**config.mk**
```make
export PLATFORM = sky130hd
export DESIGN_NAME = l1_port_arbiter
export DESIGN_NICKNAME = d
export VERILOG_FILES = /design/src/rtl/l1_arb_pkg.sv /design/src/rtl/l1_port_arbiter_rr_arb2.sv /design/src/rtl/l1_port_arbiter.sv
export SDC_FILE = /design/constraint.sdc
export NUM_CORES = 1
export LEC_CHECK = 0
export ABC_AREA = 1
export CAP_MARGIN = 20
export CORE_ASPECT_RATIO = 1.1
export CORE_MARGIN = 8
export CORE_UTILIZATION = 42
export DETAILED_ROUTE_END_ITERATION = 7
export PLACE_DENSITY = 0.81
export SLEW_MARGIN = 20
export SYNTH_ARGS = -nofsm -noshare
export SYNTH_HDL_FRONTEND = slang
export SYNTH_SLANG_ARGS = --single-unit
```
**constraint.sdc**
```tcl
create_clock -name clk -period 4 [get_ports clk]
set_input_delay 1.2 -clock clk [delete_from_list [all_inputs] [get_ports clk]]
set_output_delay 1.2 -clock clk [all_outputs]
set_load 0.01 [all_outputs]
```
**src/rtl/l1_arb_pkg.sv**
```systemverilog
// l1_arb_pkg: shared types and sizing helpers for the L1 port arbiter.
// Revision: 1.0
`default_nettype none

package l1_arb_pkg;

    typedef enum logic [1:0] {
        IDLE  = 2'd0,
        ISSUE = 2'd1,
        WAIT  = 2'd2,
        RESP  = 2'd3
    } state_t;

    typedef logic owner_t;

    localparam int ADDR_W_DEF = 16;
    localparam int DATA_W_DEF = 16;

    // Counter only has to reach TIMEOUT_CYCLES-1, so clog2 of the limit suffices.
    function automatic int timeout_cnt_w(input int cycles);
        return (cycles < 2) ? 1 : $clog2(cycles);
    endfunction

endpackage

`default_nettype wire

```
**src/rtl/l1_port_arbiter_rr_arb2.sv**
```systemverilog
// rr_arb2: combinational two-way round-robin pick; the port that was not last served wins a tie.
// Revision: 1.0
`default_nettype none

module rr_arb2
    import l1_arb_pkg::*;
(
    input  logic       req0,
    input  logic       req1,
    input  owner_t     last_owner,
    output logic [1:0] gnt
);

    assign gnt[0] = req0 && (!req1 || (last_owner == 1'b1));
    assign gnt[1] = req1 && (!req0 || (last_owner == 1'b0));

endmodule

`default_nettype wire

```
**src/rtl/l1_port_arbiter.sv**
```systemverilog
// l1_port_arbiter: shares one L1 cache port between fetch (port 0) and load/store (port 1).
// Revision: 1.0
`default_nettype none

module l1_port_arbiter
    import l1_arb_pkg::*;
#(
    parameter int ADDR_W         = ADDR_W_DEF,
    parameter int DATA_W         = DATA_W_DEF,
    parameter int TIMEOUT_CYCLES = 255
) (
    input  logic              clk,
    input  logic              rst,

    input  logic              r0_req,
    input  logic              r0_we,
    input  logic [ADDR_W-1:0] r0_addr,
    input  logic [DATA_W-1:0] r0_wdata,
    output logic              r0_gnt,
    output logic              r0_rvalid,
    output logic [DATA_W-1:0] r0_rdata,
    output logic              r0_err,

    input  logic              r1_req,
    input  logic              r1_we,
    input  logic [ADDR_W-1:0] r1_addr,
    input  logic [DATA_W-1:0] r1_wdata,
    output logic              r1_gnt,
    output logic              r1_rvalid,
    output logic [DATA_W-1:0] r1_rdata,
    output logic              r1_err,

    output logic              c_req,
    output logic              c_we,
    output logic [ADDR_W-1:0] c_addr,
    output logic [DATA_W-1:0] c_wdata,
    input  logic              c_ready,
    input  logic              c_rvalid,
    input  logic [DATA_W-1:0] c_rdata
);

    localparam int              CNT_W    = timeout_cnt_w(TIMEOUT_CYCLES);
    localparam logic [CNT_W-1:0] CNT_LAST = CNT_W'(TIMEOUT_CYCLES - 1);

    state_t           state;
    owner_t           owner;
    owner_t           last_owner;
    logic [CNT_W-1:0] tmo_cnt;

    logic [1:0] pick;
    logic       idle;
    logic       busy;
    logic       complete;
    logic       expire;
    logic       finish;

    // Grants are only offered in IDLE and never while reset is held.
    assign idle = (state == IDLE) && !rst;

    rr_arb2 u_rr (
        .req0       (r0_req && idle),
        .req1       (r1_req && idle),
        .last_owner (last_owner),
        .gnt        (pick)
    );

    assign r0_gnt = pick[0];
    assign r1_gnt = pick[1];

    assign busy     = (state == ISSUE) || (state == WAIT);
    assign complete = ((state == ISSUE) && c_ready && c_rvalid) ||
                      ((state == WAIT) && c_rvalid);
    // A completion arriving on the last allowed cycle still wins over the timeout.
    assign expire   = busy && !complete && (tmo_cnt == CNT_LAST);
    assign finish   = complete || expire;

    always_ff @(posedge clk or posedge rst) begin
        if (rst) begin
            state      <= IDLE;
            owner      <= 1'b0;
            last_owner <= 1'b1;
            tmo_cnt    <= '0;
            c_req      <= 1'b0;
            c_we       <= 1'b0;
            c_addr     <= '0;
            c_wdata    <= '0;
            r0_rvalid  <= 1'b0;
            r0_rdata   <= '0;
            r0_err     <= 1'b0;
            r1_rvalid  <= 1'b0;
            r1_rdata   <= '0;
            r1_err     <= 1'b0;
        end else begin
            r0_rvalid <= 1'b0;
            r0_rdata  <= '0;
            r0_err    <= 1'b0;
            r1_rvalid <= 1'b0;
            r1_rdata  <= '0;
            r1_err    <= 1'b0;

            if (busy) begin
                tmo_cnt <= tmo_cnt + CNT_W'(1);
            end

            case (state)
                IDLE: begin
                    if (pick != 2'b00) begin
                        owner      <= pick[1];
                        last_owner <= pick[1];
                        c_req      <= 1'b1;
                        c_we       <= pick[1] ? r1_we    : r0_we;
                        c_addr     <= pick[1] ? r1_addr  : r0_addr;
                        c_wdata    <= pick[1] ? r1_wdata : r0_wdata;
                        tmo_cnt    <= '0;
                        state      <= ISSUE;
                    end
                end
                ISSUE: begin
                    if (finish || c_ready) begin
                        c_req   <= 1'b0;
                        c_we    <= 1'b0;
                        c_addr  <= '0;
                        c_wdata <= '0;
                        state   <= finish ? RESP : WAIT;
                    end
                end
                WAIT: begin
                    if (finish) begin
                        state <= RESP;
                    end
                end
                RESP: begin
                    state <= IDLE;
                end
                default: begin
                    state <= IDLE;
                end
            endcase

            if (finish) begin
                if (owner == 1'b1) begin
                    r1_rvalid <= 1'b1;
                    r1_rdata  <= complete ? c_rdata : '0;
                    r1_err    <= !complete;
                end else begin
                    r0_rvalid <= 1'b1;
                    r0_rdata  <= complete ? c_rdata : '0;
                    r0_err    <= !complete;
                end
            end
        end
    end

endmodule

`default_nettype wire

```
### Yosys cells after proc, flatten, opt, wreduce, memory -nomap -nowiden

Cells that the tools add are included.

* register bits: 82
* input bits: 88
* output and inout bits: 72
* word-level logic and storage cells: 83

* add/subtract/negate cells: 1
* eq/ne operators: 7
* multiplexer cells: 34
* bitwise operators: 1
* reductions and logical operators: 26

Operator list (count)
* 2-to-1 mux 16 bit: 10
* one-hot mux 16 bit (2 select lines): 2
* 2-to-1 mux 8 bit: 3
* 2-to-1 mux 1 bit: 13
* logical AND 1 bit: 10
* adder 8 x 1 -> 8 bit, second input constant: 1
* equality test 8 bit, second input constant: 1
* one-hot mux 2 bit (4 select lines): 1
* logical OR 1 bit: 6
* 2-to-1 mux 2 bit: 3
* AND reduction 3 bit: 2
* equality test 2 bit, second input constant: 2
* logical NOT 1 bit: 4
* != test 2 x 1 -> 1 bit, second input constant: 2
* one-hot mux 1 bit (2 select lines): 2
* nonzero test 2 bit: 2
* equality test 2 x 1 -> 1 bit, second input constant: 1
* logical NOT 2 bit: 1
* != test 2 bit, second input constant: 1
* AND reduction 2 bit: 1
* inverter 1 bit: 1

### Logic depth before layout (Yosys ltp)

Gate-level depths: netlist (run 1).

* depth in word-level cells: 11
* gate-level depth with buffers: 11
* depth with buffers taken out: 10

### By module

Synthesis (run 1) repeated with hierarchy kept, for this count alone.

* cells, all modules: 370
* area, all modules: 3623.5 sq um

By module, submodules not included
* l1_port_arbiter: instances 1, cells an instance 366, area an instance 3595.9 sq um, sequential area each 2053.2 sq um
* rr_arb2: instances 1, cells an instance 4, area an instance 27.5 sq um, sequential area each 0.0 sq um

### Worst setup path after synthesis (run 1)

OpenSTA, ideal clock, no wires.

* kind: input -> output
* start: in rst
* end: out r1_gnt
* arrival: 1.747 ns
* required time: 2.800 ns
* path slack: 1.053 ns
* cell stages on the path: 4
* path buffers: 1
* cells stage by stage: nor2_4 > nand3_2 > inv_2 > buf_4

* longest elaborated chain between the ends: 6
* elaborated cells between the ends (all ways): 7
* those cells by class: reduce/logical: 7

Ends and longest elaborated chain
* from (decl): line l1_port_arbiter.sv:13 `input logic rst,`
* logical NOT 1 bit (no source line) (*)
* logical AND 1 bit (*): line l1_port_arbiter.sv:58 `assign idle = (state == IDLE) && !rst;`
* logical AND 1 bit: line l1_port_arbiter.sv:61 `.req0 (r0_req && idle),`
* logical NOT 1 bit: line l1_port_arbiter_rr_arb2.sv:15 `assign gnt[1] = req1 && (!req0 || (last_owner == 1'b0));`
* logical OR 1 bit: line l1_port_arbiter_rr_arb2.sv:15
* logical AND 1 bit (*): line l1_port_arbiter_rr_arb2.sv:15
* to (decl): line l1_port_arbiter.sv:28 `output logic r1_gnt,`

Mark *: on every way between the ends. The rest lies on a longest branch, timed or not.

### Worst setup path in the final report (run 1)

* start: in rst
* end: out r0_gnt

* longest elaborated chain between the ends: 6
* elaborated cells between the ends (all ways): 7
* those cells by class: reduce/logical: 7

Ends and longest elaborated chain
* logical NOT 1 bit (no source line) (*)
* logical AND 1 bit (*): line l1_port_arbiter.sv:58
* logical AND 1 bit: line l1_port_arbiter.sv:62 `.req1 (r1_req && idle),`
* logical NOT 1 bit: line l1_port_arbiter_rr_arb2.sv:14 `assign gnt[0] = req0 && (!req1 || (last_owner == 1'b1));`
* logical OR 1 bit: line l1_port_arbiter_rr_arb2.sv:14
* logical AND 1 bit (*): line l1_port_arbiter_rr_arb2.sv:14
* to (decl): line l1_port_arbiter.sv:19 `output logic r0_gnt,`

Marks and branches as above.

==> flow_summary.yaml, run 1 <==
sta:
  setup_ws_ns: 0.234
  setup_tns_ns: 0
  fmax_mhz: 266
  tightest_slew_ns: 0.678
  finalHoldWorstSlack_ns: 0.470
  finalCritPeriodShare_pct: 94.2
  hold_violations: 0
  drv_slew: 0
  fin_crit_ns: 3.77
  grt_setup_unrepaired: "false"
  fin_skew_ns: 0.00933
  slew_headroom_pct: 54.7
  setup_viol: 0
synthesis:
  syn-instance-count: 441
  synth-compound-area-share_pct: 2.25
  synth_top_cell_by_area: "dfrtp_1"
  ys.flop_type: "dfrtp_1"
  synth_cell_type_count: 26
  ys_warn_count: 0
  syn_nets: 535
  syn_avg_cell_area_um2: 8.21
  synth-seq-cells: 82
  synth_commonest_cells: "225 x nand2_1, 81 x dfrtp_1, 35 x nor3_1"
  synth_top_family_by_area: "simple AND/OR/NAND/NOR gates"
  synth_most_common_cell: "nand2_1"
  synthesis.area_um2: 3620
  synth_xor_area_share_pct: 0.242
  async_reset_ff_share_pct: 100
  yosysSeqAreaShare_pct: 56.7
  yosys.area_share.simple_pct: 31.9
  yosysTopAreaCellShare_pct: 56.0
  synth_edf_count: 0
  synth_mux_area_share_pct: 0
  synth-adder-area-share_pct: 2.07
  synth_top_cells_by_area: "dfrtp_1 56%, nand2_1 23%, nor3_1 4.8%"
die:
  io_pins: 160
  initial_core_util_pct: 43.3
  fp.coreArea_um2: 8360
  die_y_um: 113
  die-area_um2: 11900
  die_w_um: 105
  rows: 35
setup_path:
  crit_path_top_delay_cell: "clkdlybuf4s50_1"
  crit_arrival_ns: 2.57
  path_class: "in -> out"
  slowest_delay_ns: 0.55
  critPathRequiredTime_ns: 2.80
  path_common_cell: "clkdlybuf4s50_1"
  cp_cell_sequence: "clkdlybuf4s50_1, nor2_4, nand2_1, a21oi_1, clkdlybuf4s50_1"
  cp-end-kind: "primary output"
  crit_path_max_fanout: 3
  critPathLaunchType: "primary input"
drt:
  ant_nets: 0
  num_vias: 3288
  drtPass1Iterations: 4
  drt_iter0_markers: 152
  drt_wl_total_um: 9990
  drc: 0
  via_per_inst: 4.62
  wire_per_inst_um: 14.0
global_route:
  grt_usage_pct: 16.7
  grt_max_degree: 46
  grt_pass1_wl_um: 16200
  antenna_found_initial: 0
  grt_pass1_vias: 3377
  grt-ovfl-total: 0
final_layout:
  n_antenna_cell: 0
  layout.nets: 690
  drive_above_1_share_pct: 4.83
  final_area_um2: 5450
  utilization_pct: 65.1
  nFillCells: 698
  fin_cells: 712
  area_growth_pct: 50.5
run_status:
  outcome: "complete, no violations"
clock_network:
  post_cts_buffers: 0
  clock_sinks: 82
  cts-root-buf: "clkbuf_8"
  cts_max_path_buffers: 2
  ctsHoldBuffers: 0
  clk_pin_slew_ns: 0.07
  cts_resized: 0
  cts_tree: "built"
  insertion_delay_ns: 0.34
  cts.htree.levels: 3
  numCtsBuffers: 9
worst_hold_path:
  min_path_type: "reg -> reg"
pwr:
  p_per_area_nw_per_um2: 550
  netSwitchingFraction_pct: 37.8
  ir_worst_vdd_mv: 0.353
  p_seq_share_pct: 39.8
  p_sw_mw: 1.13
  power_frac_comb_pct: 42.5
  totalPowerFinal_mw: 3.00
  pwr-share-clk_pct: 17.7
  p_int_mw: 1.87
  power_leakage_nw: 2.74
place:
  routabilityCongestion: 0.770
  dp_hpwl_um: 7650
  io_buffers: 159
  pre_cts_slack_ns: 0.236
  place_inst: 696
  post_dp_cell_area_um2: 5280
job:
  maxCapViolCount: 0
==> sequential cells by signal (all words and copies together), names as in the netlist <==
| register | count |
|---|---|
| c_addr | 16 |
| c_req | 1 |
| r0_err | 1 |
| r1_err | 1 |
| state | 2 |
| r0_rvalid | 1 |
| r0_rdata | 16 |
| c_we | 1 |
| owner | 1 |
| last_owner | 1 |
| c_wdata | 16 |
| r1_rdata | 16 |
| r1_rvalid | 1 |
| tmo_cnt | 8 |
==> kinds of logic (layout without fill, tap and decap cells) <==
| logic type | after synthesis | count (layout) |
|---|---|---|
| and+or+nand+nor | 285 | 285 |
| xor gates and xnor gates | 1 | 1 |
| adders and majority gates | 6 | 6 |
| AOI/OAI and AO/OA | 14 | 14 |
| buffers and inverters | 53 | 213 |
| DFF | 82 | 82 |
==> worst paths after layout <==
| check | startpoint | to | slack (ns) | cells past startpoint |
|---|---|---|---|---|
| min in group asynchronous | rst | c_addr[15] | 1.35 | 2 |
| max in group asynchronous | rst | r1_rdata[11] | 1.99 | 3 |
| min | c_wdata[9] | c_wdata[9] | 0.47 | 2 |
| min reg2reg | c_wdata[9] | c_wdata[9] | 0.47 | 2 |
| max | rst | r0_gnt | 0.23 | 5 |
| max reg2reg | state[0] | c_we | 1.93 | 9 |
==> worst max-delay path, delay by kind of cell <==
kind	cells	cell delay, ns
buffers and inverters	2	1.03
AND/OR/NAND/NOR	2	0.23
AO/OA/AOI/OAI	1	0.11
==> power groups by stage <==
| stage | Clock (mW) | Combinational [mW] | Sequential, mW |
|---|---|---|---|
| after floorplan | 0 | 0.650 | 1.26 |
| after global placement | 0 | 1.25 | 1.20 |
| after detailed placement | 0 | 1.28 | 1.21 |
| after CTS | 0.541 | 1.29 | 1.20 |
| after global routing | 0.569 | 1.41 | 1.23 |
| final | 0.530 | 1.28 | 1.19 |
==> layout make-up <==
class | count | area, µm² | share of cell area, %
clock buffer | 12 | 145 | 2.66
clock inverter | 4 | 27.5 | 0.505
inverter | 34 | 129 | 2.37
multi-input combinational | 306 | 1320 | 24.2
sequential | 82 | 2050 | 37.7
tap | 111 | 139 | 2.55
timing repair buffer | 163 | 1630 | 30.0
==> layout by cell type (no fill, tap or decap), types with 2 or more instances in the layout <==
cell and n:
clkbuf_1 2, inv_2 4, clkdlybuf4s50_1 159, dfrtp_1 81, ha_1 6, clkinv_2 2
a21oi_1 6, nand2_1 225, inv_1 28, buf_4 3, clkbuf_8 10, clkinvlp_4 3
nor3_1 35, o211ai_1 2, nor2_1 13, nand3_1 6, o21ai_0 4
==> routing by layer <==
| layer | vias up | part of all wire [%] | global-route usage [%] |
|---|---|---|---|
| li1 | 1658 | - | - |
| met1 | 1514 | 41 | 18.8 |
| met2 | 107 | 52 | 29.2 |
| met3 | 9 | 6.5 | 5.19 |
| met4 | 0 | 1.4 | 5.70 |
| met5 | - | 0 | 0 |
(Power assumes the default switching activity.)
==> run 2: changes to the inputs <==
--- a/config.mk
+++ b/config.mk
@@ -6,7 +6,7 @@
 export NUM_CORES = 1
 export LEC_CHECK = 0
 export ABC_AREA = 1
-export CAP_MARGIN = 20
+export CAP_MARGIN = 5
 export CORE_ASPECT_RATIO = 1.1
 export CORE_MARGIN = 8
 export CORE_UTILIZATION = 42
==> results of run 2 <==
Same layout as run 1: the final DEF is identical, and so are final timing and power.
==> run 3: changes to the inputs <==
--- a/config.mk
+++ b/config.mk
@@ -11,6 +11,7 @@
 export CORE_MARGIN = 8
 export CORE_UTILIZATION = 42
 export DETAILED_ROUTE_END_ITERATION = 7
+export MAX_ROUTING_LAYER = met4
 export PLACE_DENSITY = 0.81
 export SLEW_MARGIN = 20
 export SYNTH_ARGS = -nofsm -noshare
==> run 3 against run 2 <==
  * Clock-buffer cell count unchanged
  * Fmax unchanged
  * First-iteration DRC count up 0.66%
  * Sequential share of layout area is the same
  * Global-route usage increased by 0.51 points
  * Core utilization is the same
  * Non-clock buffer count stayed put
  * Routed wire length down 0.19%
  * Largest power group unchanged
==> flow_summary.yaml, run 3 (synthesis gave the netlist of run 1 again) <==
run_status:
  outcome: "complete, no violations"
setup_path:
  crit_path_max_fanout: 3
  slowest_delay_ns: 0.55
  critPathRequiredTime_ns: 2.80
  crit_buf_inv: 2
  crit_path_top_delay_cell: "clkdlybuf4s50_1"
  crit_cells: 5
  critPathLaunchType: "primary input"
  path_common_cell: "clkdlybuf4s50_1"
  cp_cell_sequence: "clkdlybuf4s50_1, nor2_4, nand2_1, a21oi_1, clkdlybuf4s50_1"
  cp-end-kind: "primary output"
  cpLargestDelayFamily: "buffers and inverters"
  path_class: "in -> out"
  crit_arrival_ns: 2.57
  r2r_cells: 9
pwr:
  p_int_mw: 1.87
  power_leakage_nw: 2.74
  pwr-share-clk_pct: 17.6
  p_per_area_nw_per_um2: 550
  ir_worst_vdd_mv: 0.354
  netSwitchingFraction_pct: 37.7
  power_frac_comb_pct: 42.5
  p_sw_mw: 1.13
  totalPowerFinal_mw: 3.00
  p_seq_share_pct: 39.9
sta:
  tightest_slew_ns: 0.669
  setup_ws_ns: 0.234
  drv_slew: 0
  finalCritPeriodShare_pct: 94.2
  finalHoldWorstSlack_ns: 0.471
  fin_skew_ns: 0.00876
  setup_viol: 0
  setup_tns_ns: 0
  fin_crit_ns: 3.77
  fmax_mhz: 266
  slew_headroom_pct: 55.3
  grt_setup_unrepaired: "false"
  hold_violations: 0
place:
  io_buffers: 159
  dp_hpwl_um: 7650
  routabilityCongestion: 0.781
  place_inst: 696
  post_dp_cell_area_um2: 5280
  pre_cts_slack_ns: 0.236
die:
  rows: 35
  fp.coreArea_um2: 8360
  initial_core_util_pct: 43.3
  die_y_um: 113
  die_w_um: 105
  io_pins: 160
  die-area_um2: 11900
final_layout:
  final_area_um2: 5450
  utilization_pct: 65.1
  area_growth_pct: 50.5
  n_antenna_cell: 0
  mostFrequentLayoutCells: "225 x nand2_1, 159 x clkdlybuf4s50_1, 81 x dfrtp_1, 35 x nor3_1, 28 x inv_1"
  drive_above_1_share_pct: 4.83
  layout.nets: 690
  fin_cells: 712
  mostFrequentLayoutCell: "nand2_1"
  nFillCells: 698
drt:
  drc: 0
  num_vias: 3310
  drt_iter0_markers: 153
  drtPass1Iterations: 4
  wire_per_inst_um: 14.0
  drt_wl_total_um: 9970
  via_per_inst: 4.65
  ant_nets: 0
global_route:
  grt_pass1_wl_um: 16200
  antenna_found_initial: 0
  grt-ovfl-total: 0
  grt_usage_pct: 17.2
  grt_max_degree: 46
  grt_pass1_vias: 3392
clock_network:
  insertion_delay_ns: 0.34
  cts-root-buf: "clkbuf_8"
  numCtsBuffers: 9
  clk_pin_slew_ns: 0.07
  post_cts_buffers: 0
  clock_sinks: 82
  cts_resized: 0
  cts_tree: "built"
  cts_max_path_buffers: 2
  ctsHoldBuffers: 0
  cts.htree.levels: 3
job:
  maxCapViolCount: 0
worst_hold_path:
  min_path_cells: 2
  min_path_type: "reg -> reg"
[run 3: cell counts in the layout (fill, tap and decap cells not counted)]
No cell type changed its count.
[run 3: layout make-up]
| type | count | area [µm²] | area share (%) |
|---|---|---|---|
| Clock buffer | 12 | 145 | 2.66 |
| Inverter | 34 | 129 | 2.37 |
| Timing Repair Buffer | 163 | 1630 | 30.0 |
| Sequential cell | 82 | 2050 | 37.7 |
| Multi-Input combinational cell | 306 | 1320 | 24.2 |
| Tap cell | 111 | 139 | 2.55 |
| Clock inverter | 4 | 27.5 | 0.505 |
[run 3: worst paths after layout]
path	slack [ns]	to	from
max in group asynchronous	2.01	r1_rdata[11]	rst
hold reg to reg	0.47	c_wdata[9]	c_wdata[9]
setup / recovery	0.23	r0_gnt	rst
min in group asynchronous	1.35	c_addr[15]	rst
hold / removal	0.47	c_wdata[9]	c_wdata[9]
setup reg to reg	1.93	c_we	state[0]
[run 3: tightest hold or removal path, stage by stage, from the launching register on]
cell and delay [ns]:
dfrtp_1 0.34, nand2_1 0.05, nand2_1 0.05
[run 3: power groups by stage]
stage          Sequential (mW)  Clock (mW)  Combinational (mW)
6_report                  1.20       0.528                1.27
3_5_place_dp              1.21           0                1.28
3_3_place_gp              1.20           0                1.25
2_1_floorplan             1.26           0               0.650
4_1_cts                   1.20       0.541                1.29
5_1_grt                   1.23       0.569                1.41
[run 3: layer usage]
metal	up-vias	routed length (µm)	GRT usage [%]
met1	1528	4100	19.4
met3	11	593	4.79
li1	1657	-	-
met2	114	5110	28.9
met4	0	164	5.70
met5	-	0	-
